--- src/rtl/clock_div_multi.sv ---
// clock_div_multi
//   Multi-channel programmable clock-enable / divided-clock generator.
//   Each channel counts 0..R-1 and drives clk_div high for the first H
//   counts of every period, plus a one-cycle tick on count 0. Ratio and
//   high (and phase, when enabled) are written into a shadow and moved to
//   the active registers only at a period boundary, while the channel is
//   stopped, or on sync_all. A period in progress is therefore never cut
//   short or glitched.
//
// Optional feature: define CLOCK_DIV_PHASE_EN to add cfg_phase and a
//   per-channel start offset used on channel start and on sync_all.
//
// Ports:
//   clock        in   system clock, rising edge
//   reset        in   asynchronous, active-high reset
//   en           in   [NUM_CH] per-channel run enable
//   sync_all     in   restart every running channel on the same edge
//   cfg_we       in   configuration write strobe
//   cfg_ch       in   [CH_W] target channel (>= NUM_CH is ignored)
//   cfg_ratio    in   [CNT_W] period in clock cycles
//   cfg_high     in   [CNT_W] high cycles per period
//   cfg_phase    in   [CNT_W] start offset (CLOCK_DIV_PHASE_EN only)
//   cfg_pending  out  [NUM_CH] shadow written but not yet applied
//   clk_div      out  [NUM_CH] divided clock, duty high/ratio
//   tick         out  [NUM_CH] pulse on the first cycle of each period
module clock_div_multi #(
  parameter int NUM_CH    = 4,
  parameter int CNT_W     = 32,
  parameter int DEF_RATIO = 2,
  parameter int DEF_HIGH  = 1,
  localparam int CH_W     = (NUM_CH > 1) ? $clog2(NUM_CH) : 1
) (
  input  logic              clock,
  input  logic              reset,
  input  logic [NUM_CH-1:0] en,
  input  logic              sync_all,
  input  logic              cfg_we,
  input  logic [CH_W-1:0]   cfg_ch,
  input  logic [CNT_W-1:0]  cfg_ratio,
  input  logic [CNT_W-1:0]  cfg_high,
`ifdef CLOCK_DIV_PHASE_EN
  input  logic [CNT_W-1:0]  cfg_phase,
`endif
  output logic [NUM_CH-1:0] cfg_pending,
  output logic [NUM_CH-1:0] clk_div,
  output logic [NUM_CH-1:0] tick
);

  // A ratio below 2 cannot toggle; force the minimum.
  function automatic logic [CNT_W-1:0] clamp_ratio(input logic [CNT_W-1:0] ratio);
    logic [CNT_W-1:0] result;
    if (ratio < CNT_W'(2)) result = CNT_W'(2);
    else                   result = ratio;
    return result;
  endfunction

  // High must lie in 1..ratio-1 so the output always has both levels.
  function automatic logic [CNT_W-1:0] clamp_high(input logic [CNT_W-1:0] high,
                                                  input logic [CNT_W-1:0] ratio);
    logic [CNT_W-1:0] result;
    if (high == CNT_W'(0))  result = CNT_W'(1);
    else if (high >= ratio) result = ratio - CNT_W'(1);
    else                    result = high;
    return result;
  endfunction

`ifdef CLOCK_DIV_PHASE_EN
  // Phase is an initial count, so it must stay inside 0..ratio-1.
  function automatic logic [CNT_W-1:0] clamp_phase(input logic [CNT_W-1:0] phase,
                                                   input logic [CNT_W-1:0] ratio);
    logic [CNT_W-1:0] result;
    if (phase >= ratio) result = ratio - CNT_W'(1);
    else                result = phase;
    return result;
  endfunction
`endif

  int               ch_idx_s;
  logic             ch_valid_s;
  logic [CNT_W-1:0] wr_ratio_s;
  logic [CNT_W-1:0] wr_high_s;

  // Decode the write target and clamp the incoming fields once for all channels.
  always_comb begin
    ch_idx_s   = int'(cfg_ch);
    ch_valid_s = (ch_idx_s < NUM_CH);
    wr_ratio_s = clamp_ratio(cfg_ratio);
    wr_high_s  = clamp_high(cfg_high, wr_ratio_s);
  end

  for (genvar g = 0; g < NUM_CH; g++) begin : g_ch
    logic             run_r, pend_r;
    logic [CNT_W-1:0] cnt_r, ratio_r, high_r, sratio_r, shigh_r;
    logic             run_s, pend_s, wr_s, wrap_s, apply_s;
    logic [CNT_W-1:0] cnt_s, ratio_s, high_s, sratio_s, shigh_s, start_s;
`ifdef CLOCK_DIV_PHASE_EN
    logic [CNT_W-1:0] phase_r, sphase_r, phase_s, sphase_s;
`endif

    // Next-state: count, boundary apply of the shadow, shadow writes.
    always_comb begin
      wr_s   = cfg_we && ch_valid_s && (ch_idx_s == g);
      wrap_s = (cnt_r == ratio_r - CNT_W'(1));
      // A stopped channel applies at once; a running one only at a boundary or sync.
      if (!run_r)                apply_s = pend_r;
      else if (sync_all || wrap_s) apply_s = pend_r;
      else                       apply_s = 1'b0;

      if (apply_s) begin
        ratio_s = sratio_r;
        high_s  = shigh_r;
      end else begin
        ratio_s = ratio_r;
        high_s  = high_r;
      end
`ifdef CLOCK_DIV_PHASE_EN
      if (apply_s) phase_s = clamp_phase(sphase_r, sratio_r);
      else         phase_s = phase_r;
      start_s = phase_s;
`else
      start_s = {CNT_W{1'b0}};
`endif

      run_s = en[g];
      if (!run_r) begin
        if (en[g]) cnt_s = start_s;
        else       cnt_s = {CNT_W{1'b0}};
      end else if (sync_all) begin
        cnt_s = start_s;
      end else if (wrap_s) begin
        cnt_s = {CNT_W{1'b0}};
      end else begin
        cnt_s = cnt_r + CNT_W'(1);
      end

      // A write on the apply edge lands in the shadow and keeps pending set.
      if (wr_s) begin
        sratio_s = wr_ratio_s;
        shigh_s  = wr_high_s;
        pend_s   = 1'b1;
      end else if (apply_s) begin
        sratio_s = sratio_r;
        shigh_s  = shigh_r;
        pend_s   = 1'b0;
      end else begin
        sratio_s = sratio_r;
        shigh_s  = shigh_r;
        pend_s   = pend_r;
      end
`ifdef CLOCK_DIV_PHASE_EN
      if (wr_s) sphase_s = cfg_phase;
      else      sphase_s = sphase_r;
`endif
    end

    // Channel state registers.
    always_ff @(posedge clock or posedge reset) begin
      if (reset) begin
        run_r    <= 1'b0;
        pend_r   <= 1'b0;
        cnt_r    <= {CNT_W{1'b0}};
        ratio_r  <= CNT_W'(DEF_RATIO);
        high_r   <= CNT_W'(DEF_HIGH);
        sratio_r <= CNT_W'(DEF_RATIO);
        shigh_r  <= CNT_W'(DEF_HIGH);
`ifdef CLOCK_DIV_PHASE_EN
        phase_r  <= {CNT_W{1'b0}};
        sphase_r <= {CNT_W{1'b0}};
`endif
      end else begin
        run_r    <= run_s;
        pend_r   <= pend_s;
        cnt_r    <= cnt_s;
        ratio_r  <= ratio_s;
        high_r   <= high_s;
        sratio_r <= sratio_s;
        shigh_r  <= shigh_s;
`ifdef CLOCK_DIV_PHASE_EN
        phase_r  <= phase_s;
        sphase_r <= sphase_s;
`endif
      end
    end

    // Outputs decode registers only, so they drop as soon as reset asserts.
    assign clk_div[g]     = run_r & (cnt_r < high_r);
    assign tick[g]        = run_r & (cnt_r == {CNT_W{1'b0}});
    assign cfg_pending[g] = pend_r;
  end

endmodule
--- config.mk ---
export PLATFORM = sky130hd
export DESIGN_NAME = clock_div_multi
export DESIGN_NICKNAME = d
export VERILOG_FILES = /design/src/rtl/clock_div_multi.sv
export SDC_FILE = /design/constraint.sdc
export NUM_CORES = 2
export LEC_CHECK = 0
export CAP_MARGIN = 20
export CORE_MARGIN = 1.5
export CORE_UTILIZATION = 55
export CTS_CLUSTER_DIAMETER = 40
export DETAILED_ROUTE_END_ITERATION = 8
export PLACE_DENSITY = 0.82
export REMOVE_ABC_BUFFERS = 1
export SYNTH_ARGS = -nofsm -noshare
export SYNTH_HDL_FRONTEND = slang
export SYNTH_SLANG_ARGS = --single-unit
--- constraint.sdc ---
create_clock -name clock -period 54.7 [get_ports clock]
set_clock_uncertainty 0.1 [all_clocks]
set_input_delay 13.675 -clock clock [delete_from_list [all_inputs] [get_ports clock]]
set_output_delay 13.675 -clock clock [all_outputs]
set_load 0.02 [all_outputs]
==> flow_summary.ini <==
[outcome]
status = completed

[clock_tree]
cts-hold-fix-buffers = 0
max-clock-path-buffers = 3
cts_tree = done
numCtsBuffers = 97
clock_sinks = 648
cts.clk_slew.worst_paths_ns = 0.06
clk_latency_ns = 0.67
h-tree-depth = 3
postCtsSetupBuffers = 0
cts_resized = 0
cts_root_buf = clkbuf_16

[die]
dieArea_um2 = 69200
io_pins = 86
die_w_um = 263
die_y_um = 263
initial_core_util_pct = 55.5
rows = 95
core_um2 = 67000

[place]
pre_cts_slack_ns = 36.03
dp.cells = 4749
place_area_um2 = 38600
dp_hpwl_mm = 79.6
place.gp.congestion = 1.01
port_buffers = 85

[sta]
max-slew-margin-rel_pct = 24.5
tightest_slew_ns = 1.13
setup_viol = 0
hold_violations = 0
rsz0062_at_grt = false
fin_ws_ns = 36.48
finalMaxSlewViolations = 0
finalCritPeriodShare_pct = 33.3
tns_ns = 0
fmax_mhz = 54.9
fin_crit_ns = 18.22
hold_ws_ns = 0.373

[setup_path]
ff2ff_setup_slack_ns = 49.02
critPathMaxFanout = 14
r2r_cells = 12
endpoint_kind = flop
start_kind = primary input
rr_startpoint = g_ch[0].ratio_r[0]$_DFFE_PP0P_
critPathArrivalTime_ns = 18.63
worstPathRequired_ns = 55.11
critical_path_class = primary input to flop
r2r-end = g_ch[0].high_r[13]$_DFFE_PP0P_

[hold_path]
holdPathEnd = g_ch[3].sratio_r[28]$_DFFE_PP0P_
holdPathStages = 2
holdCritPathClass = flop to flop
worstHoldStart = g_ch[3].sratio_r[28]$_DFFE_PP0P_

[power]
vdd_drop_max_uv = 34.8
total_leakage_power_nw = 18.8
p_per_area_nw_per_um2 = 40.0
total_power_mw = 1.68

[grt]
grt_overflow_total = 0
grt_max_degree = 176
grt_pass1_vias = 30351
grt_antenna_before_repair = 20
grt.total_usage_pct = 33.5
grt_pass1_wl_mm = 180

[finish]
nFillCells = 5262
fin_area_um2 = 42100
utilization_pct = 62.7
final_cell_mix = 630 x dfrtp_1, 483 x nand2_1, 297 x o21ai_0, 267 x inv_1, 255 x nor3_1
final_common_cell = dfrtp_1
final_nets = 4221
drive_gt1_share_pct = 7.88
fin_cells = 4954
syn_to_final_growth_pct = 13.1

[routing]
drc = 0
finalWirelength_mm = 118
ant_nets = 0
drt-wirelength-per-cell_um = 23.8
first_pass_iters = 9
vias = 32622
first_iter_violations = 4341
viasPerCell = 6.58

[synth]
synth_cell_types = 85
synthArstFlopShare_pct = 100
ys_warn_count = 0
synthTopCellsByArea = dfrtp_1 43%, ha_1 5.7%, nand2_1 4.9%
synthesis.area_um2 = 37200
synth_area_per_cell_um2 = 9.30
synth.largest_area_cell = dfrtp_1
ys_seq_area_share_pct = 43.6
synth-seq-cells = 648
synth_edf_count = 0
synth_flop_cell = dfrtp_1
synth_top_area_share_pct = 42.5
netlist_instances = 3999

[flow_run]
max_cap_viol_count = 0
synthesized netlist by cell type (77+ instances only):
cell and instances:
a311o_1 128, o21ai_0 297, dfrtp_1 632, xor2_1 115, inv_1 268, nand3_1 96
nand4_1 82, nor2_1 136, nand2_1 483, ha_1 169, mux2_1 87, o22ai_1 133
nor3_1 255, nor4_1 77, clkbuf_1 213, xnor2_1 177
kinds of logic (layout without fill, tap and decap cells):
| group | Yosys count | in the layout | share of synthesized area (%) |
|---|---|---|---|
| buffers and inverters | 523 | 585 | 5.53 |
| DFF | 648 | 648 | 43.6 |
| other | 0 | 20 | 0 |
| and+or+nand+nor | 1387 | 1387 | 18.6 |
| AOI/OAI and AO/OA | 807 | 807 | 14.6 |
| adders and majority gates | 169 | 169 | 5.68 |
| xor gates and xnor gates | 292 | 292 | 6.87 |
| muxes | 173 | 173 | 5.09 |
area by class of cell:
| class | instances | area (µm²) | area share (%) |
|---|---|---|---|
| Sequential cell | 648 | 16200 | 38.6 |
| Clock buffer | 117 | 2600 | 6.19 |
| Clock inverter | 65 | 818 | 1.95 |
| Tap cell | 873 | 1090 | 2.60 |
| Timing Repair Buffer | 135 | 1270 | 3.01 |
| Multi-Input combinational cell | 2828 | 19000 | 45.1 |
| Antenna cell | 20 | 50.0 | 0.119 |
| Inverter | 268 | 1010 | 2.41 |
flip-flops by register name, summed over array words and instances, names as in the netlist:
name,count
g_ch.cnt_r,128
g_ch.high_r,128
g_ch.ratio_r,128
g_ch.shigh_r,128
g_ch.sratio_r,128
g_ch.pend_r,4
g_ch.run_r,4
routing by layer:
| metal | up-vias | routed length [µm] | track usage (%) | part of all wire, % |
|---|---|---|---|---|
| met1 | 15838 | 45900 | 43.8 | 39 |
| met2 | 1944 | 50900 | 49.1 | 43 |
| met5 | - | 230 | 0.762 | 0.20 |
| met3 | 437 | 14500 | 11.7 | 12 |
| met4 | 24 | 6360 | 17.1 | 5.4 |
| li1 | 14379 | - | - | - |
critical path, stage by stage:
cell and delay (ns):
clkdlybuf4s50_1 0.47, or4_1 0.65, nor3_1 0.67, nand3_1 0.19, o21ai_1 0.17, buf_4 0.19, inv_1 0.06, ha_1 0.26
nand2b_1 0.14, a21o_1 0.17, a211o_1 0.31, a21oi_1 0.14, a21oi_1 0.13, o41ai_2 0.43, buf_4 0.36, mux2i_1 0.43
o21ai_0 0.18
worst max path at each step:
stage               slack (ns)                             end  depth (start not counted)          start
floorplan                22.80      g_ch[0].cnt_r[0]$_DFF_PP0_                          1          reset
detailed placement       36.03  g_ch[2].shigh_r[5]$_DFFE_PP0P_                         17  cfg_ratio[11]
global placement         36.16  g_ch[0].shigh_r[6]$_DFFE_PP0P_                         18  cfg_ratio[20]
global route             36.31  g_ch[2].shigh_r[7]$_DFFE_PP0P_                         17  cfg_ratio[11]
finish                   36.48  g_ch[2].shigh_r[5]$_DFFE_PP0P_                         17  cfg_ratio[11]
CTS                      36.66  g_ch[2].shigh_r[5]$_DFFE_PP0P_                         17  cfg_ratio[11]
report_power, final:
part	leakage, nW	switching (mW)	internal, mW
Clock	1.64	0.246	0.401
Combinational	9.07	0.197	0.154
Sequential	8.10	0.107	0.575
Total	18.8	0.551	1.13
No activity file was read; power rests on OpenSTA's default activity.
